==> src/rtl/dmem_pkg.sv <==
// Shared encodings for the data-memory access controller: sizes, FSM states, ack latencies.
// Round-robin arbitration is selected with the DMEM_ARB_RR_EN macro (see dmem_req_arbiter).
package dmem_pkg;

    localparam logic [1:0] SZ_WORD       = 2'b00;
    localparam logic [1:0] SZ_BYTE_U     = 2'b01;
    localparam logic [1:0] SZ_BYTE_S     = 2'b10;
    localparam logic [1:0] SZ_BYTE_U_ALT = 2'b11;

    // Cycles from the granting edge to the ack pulse, as seen by a requester.
    localparam int ACK_LAT_BYTE = 2;
    localparam int ACK_LAT_WORD = 3;

    typedef enum logic [1:0] {
        ST_IDLE = 2'b00,
        ST_ACC0 = 2'b01,
        ST_ACC1 = 2'b10,
        ST_FIN  = 2'b11
    } dmem_state_t;

    typedef struct packed {
        logic        we;
        logic [1:0]  size;
        logic [15:0] wdata;
        logic        port;
    } dmem_req_t;

    // cur is the byte arriving this cycle; lo is the buffered low byte of a word.
    function automatic logic [15:0] form_rdata(input logic [1:0] size,
                                               input logic [7:0] cur,
                                               input logic [7:0] lo);
        logic [15:0] res;
        case (size)
            SZ_WORD:       res = {cur, lo};
            SZ_BYTE_S:     res = {{8{cur[7]}}, cur};
            SZ_BYTE_U:     res = {8'h00, cur};
            SZ_BYTE_U_ALT: res = {8'h00, cur};
            default:       res = {8'h00, cur};
        endcase
        return res;
    endfunction

endpackage

==> src/rtl/dmem_req_arbiter.sv <==
// Two-port request arbiter with a one-hot grant.
// DMEM_ARB_RR_EN selects round-robin; otherwise port 0 has fixed priority.
module dmem_req_arbiter (
    input  logic       clk,
    input  logic       rst_n,
    input  logic [1:0] req,
    input  logic       accept,
    output logic [1:0] gnt
);

`ifdef DMEM_ARB_RR_EN
    // Reset to 1 so that port 0 wins the first tie.
    logic last_grant_reg;

    always_ff @(posedge clk or negedge rst_n) begin
        if (!rst_n) begin
            last_grant_reg <= 1'b1;
        end else if (accept && (|req)) begin
            last_grant_reg <= gnt[1];
        end
    end

    always_comb begin
        gnt = req;
        if (req == 2'b11) begin
            gnt = last_grant_reg ? 2'b01 : 2'b10;
        end
    end
`else
    assign gnt = {req[1] & ~req[0], req[0]};

    logic unused_ok;
    assign unused_ok = &{1'b0, clk, rst_n, accept};
`endif

endmodule

==> src/rtl/dmem_access_ctrl.sv <==
// Arbitrates two requesters onto a byte-wide single-port data memory, splitting words into two byte cycles.
// Define DMEM_ARB_RR_EN for round-robin arbitration instead of fixed port-0 priority.
module dmem_access_ctrl
    import dmem_pkg::*;
#(
    parameter int ADDR_W = 16
) (
    input  logic              clk,
    input  logic              rst_n,
    input  logic              p0_req,
    input  logic              p0_we,
    input  logic [1:0]        p0_size,
    input  logic [ADDR_W-1:0] p0_addr,
    input  logic [15:0]       p0_wdata,
    output logic              p0_ack,
    output logic [15:0]       p0_rdata,
    input  logic              p1_req,
    input  logic              p1_we,
    input  logic [1:0]        p1_size,
    input  logic [ADDR_W-1:0] p1_addr,
    input  logic [15:0]       p1_wdata,
    output logic              p1_ack,
    output logic [15:0]       p1_rdata,
    output logic              busy,
    output logic              mem_en,
    output logic              mem_we,
    output logic [ADDR_W-1:0] mem_addr,
    output logic [7:0]        mem_wdata,
    input  logic [7:0]        mem_rdata
);

    dmem_state_t       state_reg;
    dmem_req_t         lat_reg;
    logic [ADDR_W-1:0] lat_addr_reg;
    logic [7:0]        lo_buf_reg;
    logic [1:0]        ack_reg;
    logic              busy_reg;
    logic              mem_en_reg;
    logic              mem_we_reg;
    logic [ADDR_W-1:0] mem_addr_reg;
    logic [7:0]        mem_wdata_reg;

    logic [1:0]        gnt;
    logic              accept;
    dmem_req_t         sel_req;
    logic [ADDR_W-1:0] sel_addr;

    assign accept = (state_reg == ST_IDLE);

    dmem_req_arbiter u_arb (
        .clk    (clk),
        .rst_n  (rst_n),
        .req    ({p1_req, p0_req}),
        .accept (accept),
        .gnt    (gnt)
    );

    always_comb begin
        sel_req.we    = gnt[1] ? p1_we    : p0_we;
        sel_req.size  = gnt[1] ? p1_size  : p0_size;
        sel_req.wdata = gnt[1] ? p1_wdata : p0_wdata;
        sel_req.port  = gnt[1];
        sel_addr      = gnt[1] ? p1_addr  : p0_addr;
    end

    always_ff @(posedge clk or negedge rst_n) begin
        if (!rst_n) begin
            state_reg     <= ST_IDLE;
            lat_reg       <= '0;
            lat_addr_reg  <= '0;
            lo_buf_reg    <= '0;
            ack_reg       <= '0;
            busy_reg      <= 1'b0;
            mem_en_reg    <= 1'b0;
            mem_we_reg    <= 1'b0;
            mem_addr_reg  <= '0;
            mem_wdata_reg <= '0;
        end else begin
            case (state_reg)
                ST_IDLE: begin
                    if (|gnt) begin
                        lat_reg       <= sel_req;
                        lat_addr_reg  <= sel_addr;
                        state_reg     <= ST_ACC0;
                        busy_reg      <= 1'b1;
                        mem_en_reg    <= 1'b1;
                        mem_we_reg    <= sel_req.we;
                        mem_addr_reg  <= sel_addr;
                        mem_wdata_reg <= sel_req.wdata[7:0];
                    end
                end
                ST_ACC0: begin
                    if (lat_reg.size == SZ_WORD) begin
                        state_reg     <= ST_ACC1;
                        mem_addr_reg  <= lat_addr_reg + ADDR_W'(1);
                        mem_wdata_reg <= lat_reg.wdata[15:8];
                    end else begin
                        state_reg  <= ST_FIN;
                        mem_en_reg <= 1'b0;
                        mem_we_reg <= 1'b0;
                        ack_reg    <= {lat_reg.port, ~lat_reg.port};
                    end
                end
                ST_ACC1: begin
                    // The byte read in ACC0 arrives now and becomes the low half.
                    lo_buf_reg <= mem_rdata;
                    state_reg  <= ST_FIN;
                    mem_en_reg <= 1'b0;
                    mem_we_reg <= 1'b0;
                    ack_reg    <= {lat_reg.port, ~lat_reg.port};
                end
                ST_FIN: begin
                    state_reg <= ST_IDLE;
                    ack_reg   <= '0;
                    busy_reg  <= 1'b0;
                end
                default: begin
                    state_reg <= ST_IDLE;
                end
            endcase
        end
    end

    // mem_rdata carries the last byte during FIN, so load data is formed combinationally there.
    logic [15:0] ld_data;
    logic        fin_load;
    logic [15:0] rdata_w [2];

    assign ld_data  = form_rdata(lat_reg.size, mem_rdata, lo_buf_reg);
    assign fin_load = (state_reg == ST_FIN) && !lat_reg.we;

    generate
        for (genvar gi = 0; gi < 2; gi++) begin : g_port_rdata
            assign rdata_w[gi] = (fin_load && (lat_reg.port == gi[0])) ? ld_data : 16'h0000;
        end
    endgenerate

    assign p0_ack    = ack_reg[0];
    assign p1_ack    = ack_reg[1];
    assign p0_rdata  = rdata_w[0];
    assign p1_rdata  = rdata_w[1];
    assign busy      = busy_reg;
    assign mem_en    = mem_en_reg;
    assign mem_we    = mem_we_reg;
    assign mem_addr  = mem_addr_reg;
    assign mem_wdata = mem_wdata_reg;

endmodule

==> config.mk <==
export PLATFORM = sky130hd
export DESIGN_NAME = dmem_access_ctrl
export DESIGN_NICKNAME = d
export VERILOG_FILES = /design/src/rtl/dmem_pkg.sv /design/src/rtl/dmem_req_arbiter.sv /design/src/rtl/dmem_access_ctrl.sv
export SDC_FILE = /design/constraint.sdc
export NUM_CORES = 1
export LEC_CHECK = 0
export CORE_UTILIZATION = 35
export DETAILED_ROUTE_END_ITERATION = 8
export DONT_BUFFER_PORTS = 1
export GPL_TIMING_DRIVEN = 0
export SETUP_SLACK_MARGIN = 0.15
export SLEW_MARGIN = 10
export SYNTH_ARGS = -nofsm -noshare
export SYNTH_HDL_FRONTEND = slang
export SYNTH_SLANG_ARGS = --single-unit
==> constraint.sdc <==
create_clock -name clk -period 2.4 [get_ports clk]
set_input_delay 0.36 -clock clk [delete_from_list [all_inputs] [get_ports clk]]
set_output_delay 0.36 -clock clk [all_outputs]
set_load 0.03 [all_outputs]
=== Word level (Yosys, flattened, before mapping) ===
Index checks and enable logic that the tools add are counted.
Widths: inputs -> output; s select.

* Memories: 0
* Memory bits (writable): 0
* Register bits: 75
* Bits in read-only memories: 0
* Latch bits: 0
* Output and inout port bits: 61

* Multiplexer cells: 24
* Eq/ne operators: 9
* Magnitude comparators: 0
* Multiply operators: 0
* Div/mod/pow operators: 0
* Bitwise operators: 3
* Reductions and logical operators: 17
* $add $sub $neg: 1
* Shift operators: 0

{| class="wikitable"
|+ Operators by type and width
! operator !! number
|-
| $mux 16 || 6
|-
| $pmux 16 s3 || 1
|-
| $pmux 16 s2 || 1
|-
| $add 16x1->16 const B || 1
|-
| $mux 8 || 2
|-
| $pmux 8 s2 || 1
|-
| $eq 2x2->1 const B || 4
|-
| $pmux 2 s4 || 1
|-
| $mux 2 || 3
|-
| $pmux 1 s3 || 2
|-
| $pmux 2 s3 || 1
|-
| $reduce_and 2->1 || 3
|-
| $reduce_and 3->1 || 2
|-
| $reduce_bool 3->1 || 2
|-
| $mux 1 || 5
|-
| $eq 2x1->1 const B || 2
|-
| $logic_not 2->1 || 2
|-
| $ne 2x2->1 const B || 2
|-
| $reduce_bool 2->1 || 2
|-
| $reduce_or 2->1 || 2
|-
| $logic_and 1x1->1 || 3
|-
| $ne 2x1->1 const B || 1
|-
| $not 1->1 || 2
|-
| $pmux 1 s2 || 1
|-
| 2 further kinds || 2
|}

=== Logic depth before layout (Yosys ltp) ===
* Depth in word-level cells: 5
* Depth in mapped cells: 9
* Gate-level depth less buffers: 6

=== Modules after synthesis ===
Synthesis repeated with hierarchy kept, for this count alone.

* Cells, all modules: 412
* Area, all modules: 3739.8 µm²

{| class="wikitable"
|+ By module, submodules not included
! module !! cells an instance !! instances !! area an instance (µm²) !! seq. area each (µm²)
|-
| dmem_access_ctrl || 410 || 1 || 3718.6 || 1676.6
|-
| dmem_req_arbiter || 2 || 1 || 21.3 || 0.0
|}

=== Worst setup path after synthesis ===
No wires, ideal clock.

* Path kind: register to output
* Start: register state_reg[0]
* End: output port p0_rdata[10]
* Arrival: 1837 ps
* Path buffers: 2
* Setup slack: 203 ps
* Cell stages (with the launch flop): 6
* Cell sequence: dfrtp_1 ha_1 or3b_2 clkbuf_1 clkbuf_1 nor2_1

* Longest elaborated chain between the ends: 4

{| class="wikitable"
|+ RTL lines
! element !! RTL line !! text
|-
| from (decl) || dmem_access_ctrl.sv:32 || <nowiki>dmem_state_t state_reg;</nowiki>
|-
| from (signal assigned) || dmem_access_ctrl.sv:68 || <nowiki>state_reg <= ST_IDLE;</nowiki>
|-
| from (signal assigned) || dmem_access_ctrl.sv:84 || <nowiki>state_reg <= ST_ACC0;</nowiki>
|-
| from (signal assigned) || dmem_access_ctrl.sv:94 || <nowiki>state_reg <= ST_ACC1;</nowiki>
|-
| $eq 2x2->1 || dmem_access_ctrl.sv:130 || <nowiki>assign fin_load = (state_reg == ST_FIN) && !lat_reg.we;</nowiki>
|-
| $logic_and 1x1->1 || dmem_access_ctrl.sv:130 ||
|-
| $logic_and 1x1->1 || dmem_access_ctrl.sv:134 || <nowiki>assign rdata_w[gi] = (fin_load && (lat_reg.port == gi[0])) ? ld_data : 16'h0000;</nowiki>
|-
| $mux 16 || dmem_access_ctrl.sv:134 ||
|-
| to (decl) || dmem_access_ctrl.sv:16 || <nowiki>output logic [15:0] p0_rdata,</nowiki>
|}

No other way between the ends.

=== Final worst setup path ===
* Start: register state_reg[1]
* End: output port p1_rdata[6]

* Longest elaborated chain between the ends: 4

{| class="wikitable"
|+ RTL lines
! element !! RTL line !! text
|-
| $eq 2x2->1 || dmem_access_ctrl.sv:130 ||
|-
| $logic_and 1x1->1 || dmem_access_ctrl.sv:130 ||
|-
| $logic_and 1x1->1 || dmem_access_ctrl.sv:134 ||
|-
| $mux 16 || dmem_access_ctrl.sv:134 ||
|-
| to (decl) || dmem_access_ctrl.sv:23 || <nowiki>output logic [15:0] p1_rdata,</nowiki>
|}

No other way between the ends.

==> impl_metrics.tcl <==
set metrics [dict create \
    run_status "complete, no violations" \
    finalSetupTns_ns 0 \
    start_util_pct 35.86 \
    routed_via_density 5.547 \
    ant_nets 0 \
    clkTransAtPathRegs_ns 0.07 \
    yosysSeqAreaShare_pct 43.32 \
    crit_family "simple AND/OR/NAND/NOR gates" \
    fill_cells 1035 \
    vias 3123 \
    numCtsBuffers 9 \
    dieHeight_um 107.2 \
    final_cell_mix "dfrtp_1 (67), nand2_1 (43), o21ai_0 (43), mux2i_1 (42), nor2_4 (19)" \
    cts-htree-levels 3 \
    synthArstFlopShare_pct 100.0 \
    gp_congestion 0.8423 \
    syn_nets 485 \
    rows 38 \
    grt_setup_unrepaired "true" \
    track_usage_pct 19.41 \
    worst-path-buf-inv 1 \
    finalNonFillerCells 563 \
    fp.coreArea_mm2 0.01079 \
    p_leak_nw 2.056 \
    slowest_delay_ns 0.41 \
    start_kind "flip-flop" \
    period_share_pct 94.04 \
    fin_crit_ns 2.257 \
    ios 143 \
    final_common_cell "dfrtp_1" \
    synth.avg_cell_area_um2 9.748 \
    synthSimpleGateAreaFrac_pct 14.68 \
    synth_top_family_by_area "multiplexers" \
    ys.flop_type "dfrtp_1" \
    nNetsFinal 506 \
    synth-xor-area-share_pct 0.2263 \
    yosys-top-cells-area "dfrtp_1 (43%), mux2i_1 (11%), o21ai_0 (5.6%), nand2_1 (4.2%), mux2_2 (4.1%)" \
    relSlewSlack_pct 56.11 \
    yosys_warnings 0 \
    drt_iter0_markers 205 \
    cts_tree "yes" \
    max_freq_mhz 443.1 \
    finalClockSkew_ns 0.01108 \
    synth_compound_gate_area_share_pct 16.20 \
    yosys.area_share.adder_pct 1.940 \
    peakVddDrop_v 0.0006271 \
    synth_cell_types 46 \
    critPathCaptureType "output pin" \
    overflow 0 \
    powerDensity_mw_per_mm2 1534 \
    drive_gt1_share_pct 25.30 \
    drt-wirelength-per-cell_um 19.47 \
    worstSkewPairLatency_ns 0.35 \
    cp.required_ns 2.04 \
    first_pass_iters 4 \
    grt_pass1_wl_um 16840 \
    cts-root-buf "clkbuf_8" \
    hp-class "in -> reg" \
    tightest_slew_ns 0.6515 \
    io_buffer_count 0 \
    yosys-mux-area-fraction_pct 18.95 \
    critPathMaxFanout 10 \
    yosysTopAreaCell "dfrtp_1" \
    finalHoldViolCount 0 \
    synthToLayoutAreaGrowth_pct 17.81 \
    syn-instance-count 397 \
    syn_area_mm2 0.003870 \
    post-place-cells 537 \
    synth_top_area_share_pct 43.32 \
    ys_seq_elements 67 \
    drc 0 \
    cp_cell_sequence "ha_4 -> nand3b_1 -> buf_2 -> nor2_2" \
    synth-edff-count 0 \
    crit_arrival_ns 1.90 \
    clock-sinks 67 \
    antenna_found_initial 0 \
    clockBufferDepth 2 \
    grt_max_degree 68 \
    dieWidth_um 107.2 \
    slowest_stage "dfrtp_1" \
    routed_wl_um 10960 \
    maxCapViolations 0 \
    die-area_mm2 0.01148 \
    crit_type "reg -> out" \
    dpl.hpwl_um 7484 \
    setup_violations 0 \
    diodes 0 \
    maxSlewViolCount 0 \
    grt_pass1_vias 3139 \
]
kinds of logic after synthesis:
| kind of cell | after synthesis |
|---|---|
| AOI/OAI and AO/OA | 98 |
| xor gates and xnor gates | 1 |
| adders and majority gates | 6 |
| buffers and inverters | 36 |
| DFF | 67 |
| muxes | 67 |
| and+or+nand+nor | 122 |
metrics by stage:
stage	util, %	setup WS (ns)	hold slack [ns]	area, um2	total power, mW
after floorplan	-	0.2031	0.06441	3870	4.941
after global placement	37.48	0.04885	0.06618	4045	5.561
after detailed placement	37.48	0.01946	0.06573	4045	5.652
after CTS	41.14	0.1095	0.07559	4441	6.810
after global routing	42.24	0.05431	0.08910	4559	7.475
final	42.24	0.1429	0.09296	4559	6.993
Yosys cell counts, drive strengths merged, types with 3 or more instances:
cell and instances:
inv 8, nand2b 11, o21ai 44, nor2 40
buf 14, nand3 7, nand4 5, nand3b 3
nand2 43, clkbuf 14, mux2 23, a21o 12
nor4 3, a21oi 14, ha 6, dfrtp 67
a22o 7, a211oi 5, mux2i 44
power by group:
| part | internal [mW] | switching (mW) | total (mW) |
|---|---|---|---|
| logic | 1.51 | 1.97 | 3.48 |
| registers | 1.71 | 0.947 | 2.66 |
| clock network | 0.430 | 0.430 | 0.860 |
metal layers:
layer | up-vias | global-route usage, % | part of all wire (%)
li1 | 1458 | - | -
met1 | 1540 | 25.76 | 45
met2 | 105 | 29.63 | 46
met3 | 20 | 4.012 | 5.9
met4 | 0 | 10.37 | 2.9
met5 | - | 0 | 0
layout make-up:
type / count / area (um2) / share of cell area (%)
clock buffer: 14 / 162.7 / 3.568
timing repair buffer: 10 / 101.3 / 2.223
sequential: 67 / 1677 / 36.77
buffer: 28 / 196.4 / 4.308
tap: 140 / 175.2 / 3.842
multi-input combinational: 294 / 2207 / 48.41
inverter: 8 / 30.03 / 0.6586
clock inverter: 2 / 10.01 / 0.2195
worst paths after layout:
| kind | start | end | slack [ns] | cells past startpoint |
|---|---|---|---|---|
| worst max-delay path | state_reg[1] | p1_rdata[6] | 0.14 | 4 |
| worst min-delay path | p0_req | lat_reg[0] | 0.09 | 1 |
| worst max register to register | state_reg[1] | mem_addr[0] | 0.23 | 8 |
| worst min register to register | lat_reg[11] | lat_reg[11] | 0.49 | 2 |
| max in group asynchronous | rst_n | lo_buf_reg[1] | 1.55 | 2 |
| min in group asynchronous | rst_n | mem_addr[9] | 0.54 | 2 |
what timing repair did:
| action | CTS | global route |
|---|---|---|
| buffers inserted | 3 | 3 |
| pin swaps | 4 | 2 |
| endpoints found under the hold margin | 67 | 0 |
| hold buffers | 2 | 0 |
| setup endpoints to repair | 26 | 69 |
| cloned | 2 | 0 |
| gates resized for setup | 40 | 38 |
Power figures use the tool's default switching activity.
